### config.mk
export PLATFORM = sky130hd
export DESIGN_NAME = sync_fifo_flex
export DESIGN_NICKNAME = d
export VERILOG_FILES = /design/src/rtl/sync_fifo_flex.sv
export SDC_FILE = /design/constraint.sdc
export NUM_CORES = 1
export LEC_CHECK = 0
export ABC_AREA = 1
export CAP_MARGIN = 20
export CORE_UTILIZATION = 35
export CTS_CLUSTER_SIZE = 24
export DETAILED_ROUTE_END_ITERATION = 6
export HOLD_SLACK_MARGIN = 0.1
export PLACE_DENSITY = 0.57
export SLEW_MARGIN = 20
export SYNTH_ARGS = -nofsm -noshare
export SYNTH_HDL_FRONTEND = slang
export SYNTH_SLANG_ARGS = --single-unit
### constraint.sdc
create_clock -name clk -period 2.53 [get_ports clk]
set_input_delay 0.759 -clock clk [delete_from_list [all_inputs] [get_ports clk]]
set_output_delay 0.759 -clock clk [all_outputs]
set_load 0.01 [all_outputs]
### src/rtl/sync_fifo_flex.sv
// sync_fifo_flex: single-clock parametrised FIFO for same-domain buffering paths
// such as TX frame staging.
//
// There are two read modes. The standard mode has a registered read with one
// cycle of latency. The first-word-fall-through mode shows the head word
// combinationally. The block also provides an occupancy count, programmable
// almost-full and almost-empty flags, and sticky overflow and underflow flags
// that software can clear. Storage is a register array that is not reset.
//
// Ports
//   clk           clock, all logic on the rising edge
//   arst          asynchronous reset, active-high
//   w_en          write request
//   data_in       write data, sampled with w_en
//   r_en          read request (in FWFT mode, the acknowledge of the head word)
//   data_out      read data
//   full          count == SIZE
//   empty         count == 0
//   almost_full   count >= AFULL_TH
//   almost_empty  count <= AEMPTY_TH
//   count         number of stored words, 0..SIZE
//   overflow      sticky: a write was attempted while full
//   underflow     sticky: a read was attempted while empty
//   clr_err       synchronous clear of overflow and underflow
module sync_fifo_flex #(
  parameter int WIDTH     = 8,
  parameter int SIZE      = 8,
  parameter int PTR_LEN   = $clog2(SIZE),
  parameter int FWFT      = 0,
  parameter int AFULL_TH  = SIZE - 2,
  parameter int AEMPTY_TH = 2
) (
  input  logic               clk,
  input  logic               arst,
  input  logic               w_en,
  input  logic [WIDTH-1:0]   data_in,
  input  logic               r_en,
  output logic [WIDTH-1:0]   data_out,
  output logic               full,
  output logic               empty,
  output logic               almost_full,
  output logic               almost_empty,
  output logic [PTR_LEN:0]   count,
  output logic               overflow,
  output logic               underflow,
  input  logic               clr_err
);

  localparam logic [PTR_LEN:0] ONE   = {{PTR_LEN{1'b0}}, 1'b1};
  localparam logic [PTR_LEN:0] AF_TH = (PTR_LEN+1)'(AFULL_TH);
  localparam logic [PTR_LEN:0] AE_TH = (PTR_LEN+1)'(AEMPTY_TH);

  logic [WIDTH-1:0] mem [SIZE];
  logic [PTR_LEN:0] wr_ptr;
  logic [PTR_LEN:0] rd_ptr;
  logic             wr_acc;
  logic             rd_acc;

  // The extra wrap bit tells full apart from empty when the low bits match.
  assign full  = (wr_ptr[PTR_LEN] != rd_ptr[PTR_LEN]) &&
                 (wr_ptr[PTR_LEN-1:0] == rd_ptr[PTR_LEN-1:0]);
  assign empty = (wr_ptr == rd_ptr);

  assign wr_acc = w_en && !full;
  assign rd_acc = r_en && !empty;

  always_ff @(posedge clk or posedge arst) begin
    if (arst) begin
      wr_ptr <= '0;
      rd_ptr <= '0;
      count  <= '0;
    end else begin
      if (wr_acc) wr_ptr <= wr_ptr + ONE;
      if (rd_acc) rd_ptr <= rd_ptr + ONE;
      case ({wr_acc, rd_acc})
        2'b10:   count <= count + ONE;
        2'b01:   count <= count - ONE;
        default: count <= count;
      endcase
    end
  end

  // Sticky error flags: a new error in the same cycle beats the clear.
  always_ff @(posedge clk or posedge arst) begin
    if (arst) begin
      overflow  <= 1'b0;
      underflow <= 1'b0;
    end else begin
      if (w_en && full)  overflow <= 1'b1;
      else if (clr_err)  overflow <= 1'b0;
      if (r_en && empty) underflow <= 1'b1;
      else if (clr_err)  underflow <= 1'b0;
    end
  end

  // Both flags decode only the registered count, so they cannot glitch on the inputs.
  assign almost_full  = (count >= AF_TH);
  assign almost_empty = (count <= AE_TH);

  always_ff @(posedge clk) begin
    if (wr_acc) mem[wr_ptr[PTR_LEN-1:0]] <= data_in;
  end

  generate
    if (FWFT != 0) begin : g_fwft
      assign data_out = empty ? '0 : mem[rd_ptr[PTR_LEN-1:0]];
    end else begin : g_std
      logic [WIDTH-1:0] data_q;
      always_ff @(posedge clk or posedge arst) begin
        if (arst)        data_q <= '0;
        else if (rd_acc) data_q <= mem[rd_ptr[PTR_LEN-1:0]];
      end
      assign data_out = data_q;
    end
  endgenerate

endmodule

==> results of run 1 <==
power by group:
part	total, mW	switching, mW	leakage, nW	internal, mW
Clock	1.44	0.566	0.158	0.878
Combinational	2.31	1.39	1.24	0.920
Sequential	2.04	0.195	0.856	1.84
layout make-up:
| cell class | instances | area [sq um] |
|---|---|---|
| inverter | 34 | 129 |
| clock buffer | 9 | 225 |
| sequential | 86 | 2470 |
| tap | 140 | 175 |
| clock inverter | 7 | 105 |
| timing repair buffer | 54 | 478 |
| multi-input combinational | 285 | 1280 |
| fill | 1067 | 6110 |
cell families after synthesis:
kind of cell / after synthesis
AND/OR/NAND/NOR: 266
flip-flops: 86
buffers and inverters: 49
XOR/XNOR: 10
adder cells (fa/ha/maj): 5
AO/OA/AOI/OAI: 4
layout by cell type (no fill, tap or decap):
cell type        count
inv_6                1
buf_4               24
ha_1                 5
edfxtp_1            64
o21ai_0              3
clkdlybuf4s50_1     28
nor2_8               1
nor2_4               1
clkbuf_16            9
nand2_4              3
inv_2                3
nand3_1             19
bufinv_16            2
xnor2_2              1
inv_1               30
clkinv_4             2
xnor2_1              5
xor2_1               4
nand2_1            212
inv_8                1
dfrtp_2              1
dlygate4sd2_1        2
clkinv_2             1
a21oi_1              1
dfrtp_1             21
nand2_2             15
nor2_1              15
clkinvlp_4           1
metal layers:
metal / part of all wire, % / vias to the layer above / global-route usage, %
met5: 0 / - / 0
li1: - / 1418 / -
met2: 47 / 65 / 25.0
met1: 46 / 1247 / 21.1
met4: 0.79 / 0 / 4.34
met3: 6.3 / 7 / 4.48
worst max-delay path: stages (launching register included):
cell and delay [ps]:
dfrtp_1 400, inv_1 100, nand2_1 70, nand2_2 70, nand2_4 70, nor2_1 120, nand2_2 70, inv_1 70
dlygate4sd2_1 260
registers in the layout, summed over array words and instances, names as in the netlist:
| register | flops |
|---|---|
| data_out | 8 |
| overflow | 1 |
| rd_ptr | 4 |
| underflow | 1 |
| mem | 64 |
| count | 4 |
| wr_ptr | 4 |
stage by stage:
step | total power, mW | util, % | cells | cell area [sq um]
CTS | 5.88 | 44.3 | 615 | 4870
detailed placement | 4.40 | 41.3 | 599 | 4530
global route | 6.26 | 44.3 | 615 | 4870
floorplan | 3.62 | - | 420 | 3990
global placement | 4.36 | 41.3 | 599 | 4530
finish | 5.79 | 44.3 | 615 | 4870
worst max path at each step:
stage	startpoint	endpoint	slack, ps
floorplan	wr_ptr[1]	count[2]	440
global placement	r_en	count[2]	50
detailed placement	r_en	count[2]	20
CTS	wr_ptr[1]	full	190
global route	wr_ptr[0]	full	70
finish	wr_ptr[0]	full	200
==> results.py, run 1 <==
metrics = {
    "sta": {
        "tns_ps": 0,
        "worst_slew_pin_slew_ps": 380,
        "timing.fmax_mhz": 430,
        "slew_violations": 0,
        "rsz0062_at_grt": "no",
        "setup_viol": 0,
        "hold_viol": 0,
        "fin_ws_ps": 205,
        "period_share_pct": 91.9,
        "fin_hold_ws_ps": 479,
        "min_period_ps": 2330,
        "slew-limit-headroom_pct": 74.7,
        "finClkSkew_ps": 7.77,
    },
    "synthesis": {
        "synth_fa_ha_area_share_pct": 1.57,
        "async_reset_ff_share_pct": 25.6,
        "synth-seq-cells": 86,
        "ys_warn_count": 0,
        "synthCells": 420,
        "synth_edf_count": 64,
        "yosysMostFrequentCell": "nand2_1",
        "ys.flop_type": "edfxtp_1",
        "synth.distinct_cells": 22,
        "yosysTopAreaCellShare_pct": 48.2,
        "synth.largest_area_cell": "edfxtp_1",
        "synth_compound_area_share_pct": 0.502,
        "synth_area_leaders": "edfxtp_1 (48%), nand2_1 (20%), dfrtp_1 (14%)",
        "synth_top_family_by_area": "simple AND/OR/NAND/NOR gates",
        "synthTopCellsByCount": "nand2_1 (213), edfxtp_1 (64), inv_1 (30)",
        "syn_nets": 438,
        "synth.area.mux_share_pct": 0,
        "synth_xor_area_share_pct": 2.20,
        "ys_seq_area_share_pct": 62.0,
        "syn_avg_cell_area_sq_um": 9.49,
        "netlist_area_sq_um": 3990,
        "synth-simple-area-share_pct": 27.7,
    },
    "global_route": {
        "grt_pass1_wl_um": 13700,
        "grt_max_degree": 36,
        "grt-ovfl-total": 0,
        "first_global_vias": 2649,
        "antenna_found_initial": 0,
        "gr-usage-all-layers_pct": 15.8,
    },
    "cts": {
        "hold_buffers": 0,
        "clk_path_buf_depth": 2,
        "clk_pin_slew_worst_paths_ps": 60,
        "cts_resized": 5,
        "worstSkewPairLatency_ps": 340,
        "post-cts-setup-buffer-count": 0,
        "numCtsBuffers": 9,
        "cts_sinks": 86,
        "h-tree-depth": 3,
        "cts_tree": "built",
        "cts-root-buf": "clkbuf_16",
    },
    "min_path": {
        "holdCritPathClass": "register to register",
        "min_to": "data_out[5]",
        "worst_hold_startpoint": "data_out[5]",
        "hold_depth": 2,
    },
    "route": {
        "wirelength_um": 8240,
        "first_pass_iters": 5,
        "wl_per_cell_um": 13.4,
        "num_vias": 2737,
        "drc": 0,
        "via_per_inst": 4.45,
        "drt_iter0_drc": 153,
        "antenna_left": 0,
    },
    "place": {
        "hpwl_um": 5270,
        "portBuffers": 30,
        "place_ws_ps": 20.6,
        "finalWeightedCongestion": 0.723,
    },
    "critical_path": {
        "r2r_slack_ps": 360,
        "crit_arrival_ps": 1570,
        "reg2regPathDepth": 16,
        "rr_endpoint": "count[2]",
        "cp_max_fo": 3,
        "cp.required_ps": 1770,
        "cp-start-kind": "register",
        "path_class": "register to output pin",
        "endpoint_kind": "output pin",
        "r2r-start": "wr_ptr[0]",
    },
    "final_layout": {
        "syn_to_final_growth_pct": 22.1,
        "nets": 488,
        "antenna_cells": 0,
        "drive_above_1_share_pct": 13.9,
    },
    "status": {
        "status": "finished clean",
    },
    "die": {
        "die_h_um": 109,
        "coreArea_sq_um": 11000,
        "ios": 31,
        "die_w_um": 109,
        "start_util_pct": 36.3,
        "fp.dieArea_sq_um": 11800,
        "rows": 38,
    },
    "power": {
        "p_leak_nw": 2.26,
        "irDropWorstVdd_mv": 0.510,
        "p_per_area_nw_per_um2": 1190,
    },
    "job": {
        "max_cap_viol_count": 0,
    },
}
Power figures use the tool's default switching activity.
==> run 2, diff against run 1 <==
clock period = 2.3 ns   (was 2.53 ns; I/O delays follow)
==> results.py, run 2 (synthesized netlist as in run 1, its figures left out) <==
metrics = {
    "final_layout": {
        "nets": 488,
        "final_common_cell": "nand2_1",
        "layout_common_cells": "nand2_1 (212), edfxtp_1 (64), inv_1 (29), clkdlybuf4s50_1 (28), buf_4 (24)",
        "drive_above_1_share_pct": 14.7,
        "largest_reg_flops": 64,
        "syn_to_final_growth_pct": 21.2,
        "stdcell_count": 615,
        "antenna_cells": 0,
    },
    "route": {
        "via_per_inst": 4.53,
        "wl_per_cell_um": 13.4,
        "first_pass_iters": 4,
        "wirelength_um": 8250,
        "drc": 0,
        "num_vias": 2787,
        "drt_iter0_drc": 149,
        "antenna_left": 0,
    },
    "cts": {
        "h-tree-depth": 3,
        "hold_buffers": 0,
        "numCtsBuffers": 9,
        "clk_path_buf_depth": 2,
        "clk_pin_slew_worst_paths_ps": 70,
        "cts_tree": "built",
        "worstSkewPairLatency_ps": 330,
        "cts_sinks": 86,
        "cts-root-buf": "clkbuf_16",
    },
    "critical_path": {
        "endpoint_kind": "output pin",
        "cp_cell_sequence": "nor2_1, nor2_1, clkdlybuf4s50_1",
        "crit_family": "buffers and inverters",
        "path_class": "register to output pin",
        "worst_path_max_delay_cell": "clkdlybuf4s50_1",
        "crit_top_cell": "nor2_1",
        "crit_buf_inv": 1,
        "cp.required_ps": 1610,
        "cp-start-kind": "register",
        "slowest_delay_ps": 540,
        "crit_arrival_ps": 1530,
        "reg2regPathDepth": 16,
        "cp_max_fo": 7,
        "worst-path-stages": 3,
    },
    "power": {
        "pwr-share-comb_pct": 41.9,
        "p_leak_nw": 2.23,
        "pwr-share-clk_pct": 21.7,
        "p_sw_mw": 2.39,
        "seqPwrFrac_pct": 36.4,
        "irDropWorstVdd_mv": 0.650,
        "p_per_area_nw_per_um2": 1280,
        "sw_frac_of_total_pct": 38.7,
        "p_int_mw": 3.79,
    },
    "global_route": {
        "gr-usage-met2_pct": 24.1,
        "grt_pass1_wl_um": 13400,
        "gr-usage-all-layers_pct": 15.3,
        "grt-ovfl-total": 0,
        "use_met1_pct": 21.0,
        "antenna_found_initial": 0,
        "grt_util_met3_pct": 3.59,
        "grt_max_degree": 36,
        "busiest_layer": "met2",
        "first_global_vias": 2632,
    },
    "place": {
        "place_ws_ps": -152,
        "dp.cells": 599,
        "finalWeightedCongestion": 0.749,
        "portBuffers": 30,
        "hpwl_um": 5230,
    },
    "min_path": {
        "holdCritPathClass": "register to register",
        "hold_depth": 2,
    },
    "sta": {
        "slew-limit-headroom_pct": 73.1,
        "min_period_ps": 2220,
        "fin_ws_ps": 84.3,
        "setup_viol": 0,
        "finClkSkew_ps": 6.74,
        "period_share_pct": 96.3,
        "slew_violations": 0,
        "timing.fmax_mhz": 451,
        "worst_slew_pin_slew_ps": 404,
        "hold_viol": 0,
    },
    "die": {
        "die_w_um": 109,
        "coreArea_sq_um": 11000,
        "rows": 38,
        "die_h_um": 109,
        "fp.dieArea_sq_um": 11800,
        "ios": 31,
        "start_util_pct": 36.3,
    },
    "status": {
        "status": "finished clean",
    },
    "job": {
        "max_cap_viol_count": 0,
    },
}
==> run 2: worst paths after layout <==
| path | start | to | slack (ps) |
|---|---|---|---|
| max reg2reg | wr_ptr[1] | count[2] | 220 |
| min | data_out[5] | data_out[5] | 480 |
| min reg2reg | data_out[5] | data_out[5] | 480 |
| max | count[1] | almost_full | 80 |
| max in group asynchronous | arst | count[2] | 1360 |
| min in group asynchronous | arst | data_out[7] | 700 |
==> run 2: metrics by stage <==
stage / cell area (sq um) / TNS (ps) / util, % / hold WS (ps) / total power, mW
2_1_floorplan: 3990 / 0 / - / 503 / 3.98
5_1_grt: 4830 / -3.35 / 44.0 / 506 / 6.66
3_5_place_dp: 4530 / -152 / 41.3 / 469 / 4.84
3_3_place_gp: 4530 / -104 / 41.3 / 466 / 4.79
6_report: 4830 / 0 / 44.0 / 480 / 6.18
4_1_cts: 4810 / 0 / 43.8 / 486 / 6.20
==> run 2: power groups by stage <==
stage | Clock, mW | Sequential [mW] | Combinational (mW)
floorplan | 0 | 2.28 | 1.70
global placement | 0 | 2.26 | 2.53
detailed placement | 0 | 2.27 | 2.57
CTS | 1.37 | 2.24 | 2.59
global route | 1.43 | 2.29 | 2.94
finish | 1.34 | 2.25 | 2.59
==> run 2: per-layer routing <==
metal / part of all wire, % / vias to the layer above / wire (um)
met5: 0 / - / 0
met4: 1.1 / 0 / 93
met3: 5.1 / 10 / 422
met2: 46 / 64 / 3810
met1: 48 / 1298 / 3920
li1: - / 1415 / -
==> run 2: layout make-up <==
class                   instances  area [sq um]
repair buffers                 54           474
inverters                      34           129
well taps                     140           175
fillers                      1072          6150
clock buffers                   9           225
clock inverters                 7          50.0
flip-flops and latches         86          2470
multi-input cells             285          1310
==> run 2: timing repair <==
item	4_1_cts	5_1_grt
pin swaps	0	1
cloned	0	0
setup buffers	0	0
endpoints found under the setup margin	2	3
gates resized for setup	4	9
==> run 2: worst register-to-register path: cells and delay by family (launching register included) <==
family | cells | cell delay (ps)
compound gates | 2 | 200
xor+xnor | 1 | 140
fa+ha+maj | 2 | 350
buf+inv | 3 | 330
flops | 1 | 410
simple gates | 8 | 550
